==> src/rtl/svc_uart_pkg.sv <==
// Shared UART definitions: receiver state encoding, cycles-per-bit helper and data width.
package svc_uart_pkg;

  localparam int UART_DATA_BITS = 8;

  typedef enum logic [2:0] {
    RX_IDLE   = 3'd0,
    RX_START  = 3'd1,
    RX_DATA   = 3'd2,
    RX_PARITY = 3'd3,
    RX_STOP   = 3'd4
  } uart_rx_state_t;

  function automatic int uart_cpb(input int freq_mhz, input int baud);
    return (freq_mhz * 1_000_000) / baud;
  endfunction

endpackage

==> src/rtl/svc_sync2.sv <==
// Two-flop synchronizer for a single asynchronous input; both flops reset to RST_VAL.
module svc_sync2 #(
  parameter logic RST_VAL = 1'b1
) (
  input  logic clk,
  input  logic rst,
  input  logic d_i,
  output logic q_o
);

  logic meta_q;
  logic sync_q;

  always_ff @(posedge clk) begin
    if (rst) begin
      meta_q <= RST_VAL;
      sync_q <= RST_VAL;
    end else begin
      meta_q <= d_i;
      sync_q <= meta_q;
    end
  end

  assign q_o = sync_q;

endmodule

==> src/rtl/svc_uart_rx.sv <==
// UART receiver, 8N1 with one-entry valid/ready output register and error pulses.
// Define SVC_UART_RX_PARITY_EN for 8E1 frames with even-parity checking.
//
// state     | meaning
// RX_IDLE   | line idle, waiting for rx_s low
// RX_START  | half-bit wait, start bit re-check (glitch filter)
// RX_DATA   | sampling 8 data bits, LSB first
// RX_PARITY | sampling even-parity bit (parity build only)
// RX_STOP   | sampling stop bit, then deliver or flag
module svc_uart_rx
  import svc_uart_pkg::*;
#(
  parameter int CLOCK_FREQ_MHZ = 25,
  parameter int BAUD_RATE      = 115_200
) (
  input  logic       clk,
  input  logic       rst,
  input  logic       uart_rx,
  output logic       urx_valid,
  output logic [7:0] urx_data,
  input  logic       urx_ready,
  output logic       urx_frame_err,
  output logic       urx_parity_err,
  output logic       urx_overrun
);

  localparam int CPB  = uart_cpb(CLOCK_FREQ_MHZ, BAUD_RATE);
  localparam int HALF = CPB / 2;
  localparam int CW   = $clog2(CPB);
  localparam logic [CW-1:0] CNT_FULL = CW'(CPB - 1);
  localparam logic [CW-1:0] CNT_HALF = CW'(HALF - 1);
  localparam logic [2:0]    LAST_IDX = 3'(UART_DATA_BITS - 1);

  generate
    if (CPB < 4) begin : g_cpb_check
      $error("svc_uart_rx: clock/baud ratio below 4 cycles per bit");
    end
  endgenerate

  logic rx_s;

  svc_sync2 #(.RST_VAL(1'b1)) u_sync (
    .clk (clk),
    .rst (rst),
    .d_i (uart_rx),
    .q_o (rx_s)
  );

  uart_rx_state_t  state_q, state_d;
  logic [CW-1:0]   cnt_q, cnt_d;
  logic [2:0]      idx_q, idx_d;
  logic [7:0]      shreg_q, shreg_d;
  logic            valid_q, valid_d;
  logic [7:0]      data_q, data_d;
  logic            frame_err_q, frame_err_d;
  logic            overrun_q, overrun_d;
  logic            deliver;
`ifdef SVC_UART_RX_PARITY_EN
  logic            par_err_q, par_err_d;
  logic            parity_err_q, parity_err_d;
`endif

  always_comb begin
    state_d     = state_q;
    cnt_d       = cnt_q;
    idx_d       = idx_q;
    shreg_d     = shreg_q;
    valid_d     = valid_q;
    data_d      = data_q;
    frame_err_d = 1'b0;
    overrun_d   = 1'b0;
    deliver     = 1'b0;
`ifdef SVC_UART_RX_PARITY_EN
    par_err_d    = par_err_q;
    parity_err_d = 1'b0;
`endif

    if (valid_q && urx_ready) valid_d = 1'b0;

    case (state_q)
      RX_IDLE: begin
        if (!rx_s) begin
          cnt_d   = CNT_HALF;
          state_d = RX_START;
        end
      end
      RX_START: begin
        if (cnt_q != '0) begin
          cnt_d = cnt_q - CW'(1);
        end else if (rx_s) begin
          state_d = RX_IDLE;
        end else begin
          cnt_d   = CNT_FULL;
          idx_d   = 3'd0;
          state_d = RX_DATA;
        end
      end
      RX_DATA: begin
        if (cnt_q != '0) begin
          cnt_d = cnt_q - CW'(1);
        end else begin
          shreg_d[idx_q] = rx_s;
          cnt_d          = CNT_FULL;
          idx_d          = idx_q + 3'd1;
          if (idx_q == LAST_IDX) begin
`ifdef SVC_UART_RX_PARITY_EN
            state_d = RX_PARITY;
`else
            state_d = RX_STOP;
`endif
          end
        end
      end
`ifdef SVC_UART_RX_PARITY_EN
      RX_PARITY: begin
        if (cnt_q != '0) begin
          cnt_d = cnt_q - CW'(1);
        end else begin
          par_err_d = (^shreg_q) ^ rx_s;
          cnt_d     = CNT_FULL;
          state_d   = RX_STOP;
        end
      end
`endif
      RX_STOP: begin
        // Leaving at mid-stop-bit lets a back-to-back start edge be caught in time.
        if (cnt_q != '0) begin
          cnt_d = cnt_q - CW'(1);
        end else begin
          state_d = RX_IDLE;
          if (!rx_s) begin
            frame_err_d = 1'b1;
          end
`ifdef SVC_UART_RX_PARITY_EN
          else if (par_err_q) begin
            parity_err_d = 1'b1;
          end
`endif
          else begin
            deliver = 1'b1;
          end
        end
      end
      default: state_d = RX_IDLE;
    endcase

    if (deliver) begin
      if (!valid_q || urx_ready) begin
        valid_d = 1'b1;
        data_d  = shreg_q;
      end else begin
        overrun_d = 1'b1;
      end
    end
  end

  always_ff @(posedge clk) begin
    if (rst) begin
      state_q     <= RX_IDLE;
      cnt_q       <= '0;
      idx_q       <= 3'd0;
      shreg_q     <= 8'h00;
      valid_q     <= 1'b0;
      data_q      <= 8'h00;
      frame_err_q <= 1'b0;
      overrun_q   <= 1'b0;
    end else begin
      state_q     <= state_d;
      cnt_q       <= cnt_d;
      idx_q       <= idx_d;
      shreg_q     <= shreg_d;
      valid_q     <= valid_d;
      data_q      <= data_d;
      frame_err_q <= frame_err_d;
      overrun_q   <= overrun_d;
    end
  end

`ifdef SVC_UART_RX_PARITY_EN
  always_ff @(posedge clk) begin
    if (rst) begin
      par_err_q    <= 1'b0;
      parity_err_q <= 1'b0;
    end else begin
      par_err_q    <= par_err_d;
      parity_err_q <= parity_err_d;
    end
  end

  assign urx_parity_err = parity_err_q;
`else
  assign urx_parity_err = 1'b0;
`endif

  assign urx_valid     = valid_q;
  assign urx_data      = data_q;
  assign urx_frame_err = frame_err_q;
  assign urx_overrun   = overrun_q;

endmodule

==> config.mk <==
export PLATFORM = sky130hd
export DESIGN_NAME = svc_uart_rx
export DESIGN_NICKNAME = d
export VERILOG_FILES = /design/src/rtl/svc_uart_pkg.sv /design/src/rtl/svc_sync2.sv /design/src/rtl/svc_uart_rx.sv
export SDC_FILE = /design/constraint.sdc
export NUM_CORES = 1
export LEC_CHECK = 0
export CAP_MARGIN = 20
export CORE_MARGIN = 3
export CORE_UTILIZATION = 35
export CTS_CLUSTER_SIZE = 25
export DETAILED_ROUTE_END_ITERATION = 10
export DONT_BUFFER_PORTS = 1
export PLACE_DENSITY = 0.52
export SLEW_MARGIN = 15
export SYNTH_ARGS = -nofsm -noshare
export SYNTH_HDL_FRONTEND = slang
export SYNTH_SLANG_ARGS = --single-unit
export TNS_END_PERCENT = 30
==> constraint.sdc <==
create_clock -name clk -period 2.3 [get_ports clk]
set_clock_uncertainty 0.05 [all_clocks]
set_input_delay 0.46 -clock clk [delete_from_list [all_inputs] [get_ports clk]]
set_output_delay 0.46 -clock clk [all_outputs]
set_load 0.02 [all_outputs]
==> impl_metrics.yaml <==
synthesis:
  yosys_warnings: 0
  synth.net_count: 204
  ys.flop_type: "dfxtp_1"
  synth.most_common_cell: "dfxtp_1"
  yosys_register_bits: 35
  synth_cell_type_count: 56
  synth_edf_count: 0
  yosysTopAreaCellShare_pct: 38.3
  async_flop_share_pct: 0
  avgSynthCellArea_um2: 9.34
  synthTopCellsByArea: "dfxtp_1 38%, mux2i_1 9.8%, nand2_1 5.7%"
  syn_inst: 196
  ys_top_cells_by_count: "35 x dfxtp_1, 28 x nand2_1, 18 x mux2i_1"
  yosys.area.top_type: "dfxtp_1"
  seq_area_frac_synth_pct: 38.3
  syn-cell-area_um2: 1830
worst_setup_path:
  crit_arrival_ps: 2220
  regToRegEndpoint: "cnt_q[2]$_SDFFE_PP0P_"
  critPathMaxFanout: 7
  cpPeakStageDelay_ps: 430
  rr_startpoint: "cnt_q[0]$_SDFFE_PP0P_"
  worst_setup_path_start_kind: "register"
  path_cells: "inv_1, ha_1, or4b_1, buf_4, o22ai_2, a2111oi_0, a211o_1"
  crit_type: "reg2reg"
  critPathSlowestCell: "or4b_1"
  crit_required_ps: 2430
  rrSetupSlack_ps: 220
  cp-end-kind: "register"
  reg2regPathDepth: 7
route:
  drt.antenna.violating_nets: 0
  met1_length_um: 1900
  highest-signal-layer: "met4"
  route.detailed.drc: 0
  routedWlPerCell_um: 15.0
  vias: 1443
  dr.first_iter.drc_count: 110
  wirelength_um: 3970
  met3WireLength_um: 283
  drtPass1Iterations: 4
  avgViaCountPerCell: 5.47
  route.met2.wl_um: 1740
cts:
  cts_tree: "built"
  clk_root_buffer_cell: "clkbuf_8"
  hold_buffers: 0
  cts_sinks: 35
  cts.clk_slew.worst_paths_ps: 80
  cts_htree_levels: 2
  numCtsBuffers: 5
  clk_latency_ps: 290
  postCtsSetupBuffers: 0
  clockBufferDepth: 2
  cts_resized: 0
layout:
  drive_gt1_share_pct: 15.2
  nNetsFinal: 204
  n_antenna_cell: 0
  area.growth.synth_to_final_pct: 10.1
worst_hold_path:
  hold-path-endpoint: "cnt_q[6]$_SDFFE_PP0P_"
  min_path_cells: 1
  worstHoldPathType: "in2reg"
  hp-start: "rst"
die:
  die-height_um: 78.3
  floorplan.die_area_um2: 6130
  rows: 25
  die_x_um: 78.3
  start_util_pct: 37.5
  core_area_um2: 4880
  io_pins: 16
sta:
  rsz0062_at_grt: "no"
  setup_viol: 0
  relSlewSlack_pct: 43.4
  tightestPinTransition_ps: 841
  final_hold_viol_count: 0
  finalSetupTns_ps: 0
  fmax_mhz: 480
  drv_slew: 0
  period_needed_ps: 2080
  fin_crit_sh_pct: 90.6
pwr:
  power_frac_clock_pct: 42.6
  p_comb_share_pct: 15.9
  vdd_ir_drop_max_uv: 333
  power_frac_seq_pct: 41.5
  switchingPower_uw: 400
  p_leak_uw: 0.000825
  p_int_uw: 1150
  switching_share_pct: 25.9
  pwr_density_cell_nw_per_um2: 767
  power_uw: 1550
placement:
  place_hpwl_um: 2860
  place_congestion: 0.858
  io_buffer_count: 0
run_status:
  outcome: "finished, final reports clean"
global_routing:
  antenna_found_initial: 0
  grtUsageTotal_pct: 13.8
  grt_max_degree: 22
  grt_pass1_vias: 1363
  grt_pass1_wl_um: 6710
  overflow: 0
job:
  max_cap_violations: 0
## cells by family (layout without fill, tap and decap cells)
group | count (synthesis) | after routing | share of synthesized area [%]
multiplexers | 18 | 18 | 9.84
AO/OA/AOI/OAI | 34 | 34 | 15.2
other | 1 | 1 | 0.205
buffers and inverters | 19 | 20 | 5.19
AND/OR/NAND/NOR | 85 | 85 | 28.6
flip-flops | 35 | 35 | 38.3
adder cells (fa/ha/maj) | 4 | 4 | 2.73
## flip-flops by register name, summed over array words and instances, names as in the netlist
signal and cells:
cnt_q 8, idx_q 3, shreg_q 8, state_q 3
u_sync.meta_q 1, u_sync.q_o 1, urx_data 8, urx_frame_err 1
urx_overrun 1, urx_valid 1
## through the flow
stage	worst slack (ps)	cell area [um2]	utilization [%]	hold slack (ps)	instances
6_report	216	2020	41.3	188	264
5_1_grt	104	2020	41.3	176	264
4_1_cts	218	2020	41.3	176	264
3_5_place_dp	228	1880	38.6	347	256
3_3_place_gp	251	1880	38.6	345	256
2_1_floorplan	406	1830	-	339	196
## power by group through the flow
stage	clock network (uW)	logic, uW	registers [uW]
floorplan	0	201	646
global route	703	268	643
detailed placement	0	243	655
global placement	0	246	654
finish	659	246	641
CTS	674	245	641
## layer usage
metal  global-route usage [%]  up-vias
li1                         -      723
met5                        0        -
met1                     18.9      680
met4                     4.20        0
met3                     4.13        6
met2                     20.8       34
## worst max-delay path: cells and delay by family, from the launching register on
kind | cells | cell delay, ps
DFF | 1 | 340
buffers and inverters | 2 | 320
adders and majority gates | 1 | 160
AOI/OAI and AO/OA | 3 | 670
and+or+nand+nor | 1 | 430
## area by class of cell
class                           instances  area (um2)
Timing Repair Buffer                    5        37.5
Multi-Input combinational cell        142        1030
Clock buffer                            6        72.6
Sequential cell                        35         701
Tap cell                               67        83.8
Inverter                                7        26.3
Clock inverter                          2        60.1
Fill cell                             520        2860
## how the worst max path moves through the flow
stage / from / to / slack, ps / cells past startpoint
after CTS: cnt_q[0]$_SDFFE_PP0P_ / cnt_q[5]$_SDFFE_PP0P_ / 220 / 7
final: cnt_q[0]$_SDFFE_PP0P_ / cnt_q[2]$_SDFFE_PP0P_ / 220 / 7
after global placement: cnt_q[0]$_SDFFE_PP0P_ / cnt_q[5]$_SDFFE_PP0P_ / 250 / 7
after detailed placement: cnt_q[0]$_SDFFE_PP0P_ / cnt_q[5]$_SDFFE_PP0P_ / 230 / 7
after floorplan: cnt_q[0]$_SDFFE_PP0P_ / cnt_q[5]$_SDFFE_PP0P_ / 410 / 7
after global routing: cnt_q[0]$_SDFFE_PP0P_ / state_q[2]$_SDFFE_PP0P_ / 100 / 7
## cells in the final DEF (no fill, tap or decap), types with 5 or more instances in the layout
cell / netlist / layout
dfxtp_1: 35 / 35
nand2_1: 28 / 28
mux2i_1: 18 / 18
nor2_1: 9 / 9
nor3_1: 9 / 9
inv_1: 7 / 7
a21oi_1: 6 / 6
nand3_1: 5 / 5
clkbuf_8: 0 / 5
buf_4: 1 / 5
(Power assumes the default switching activity.)
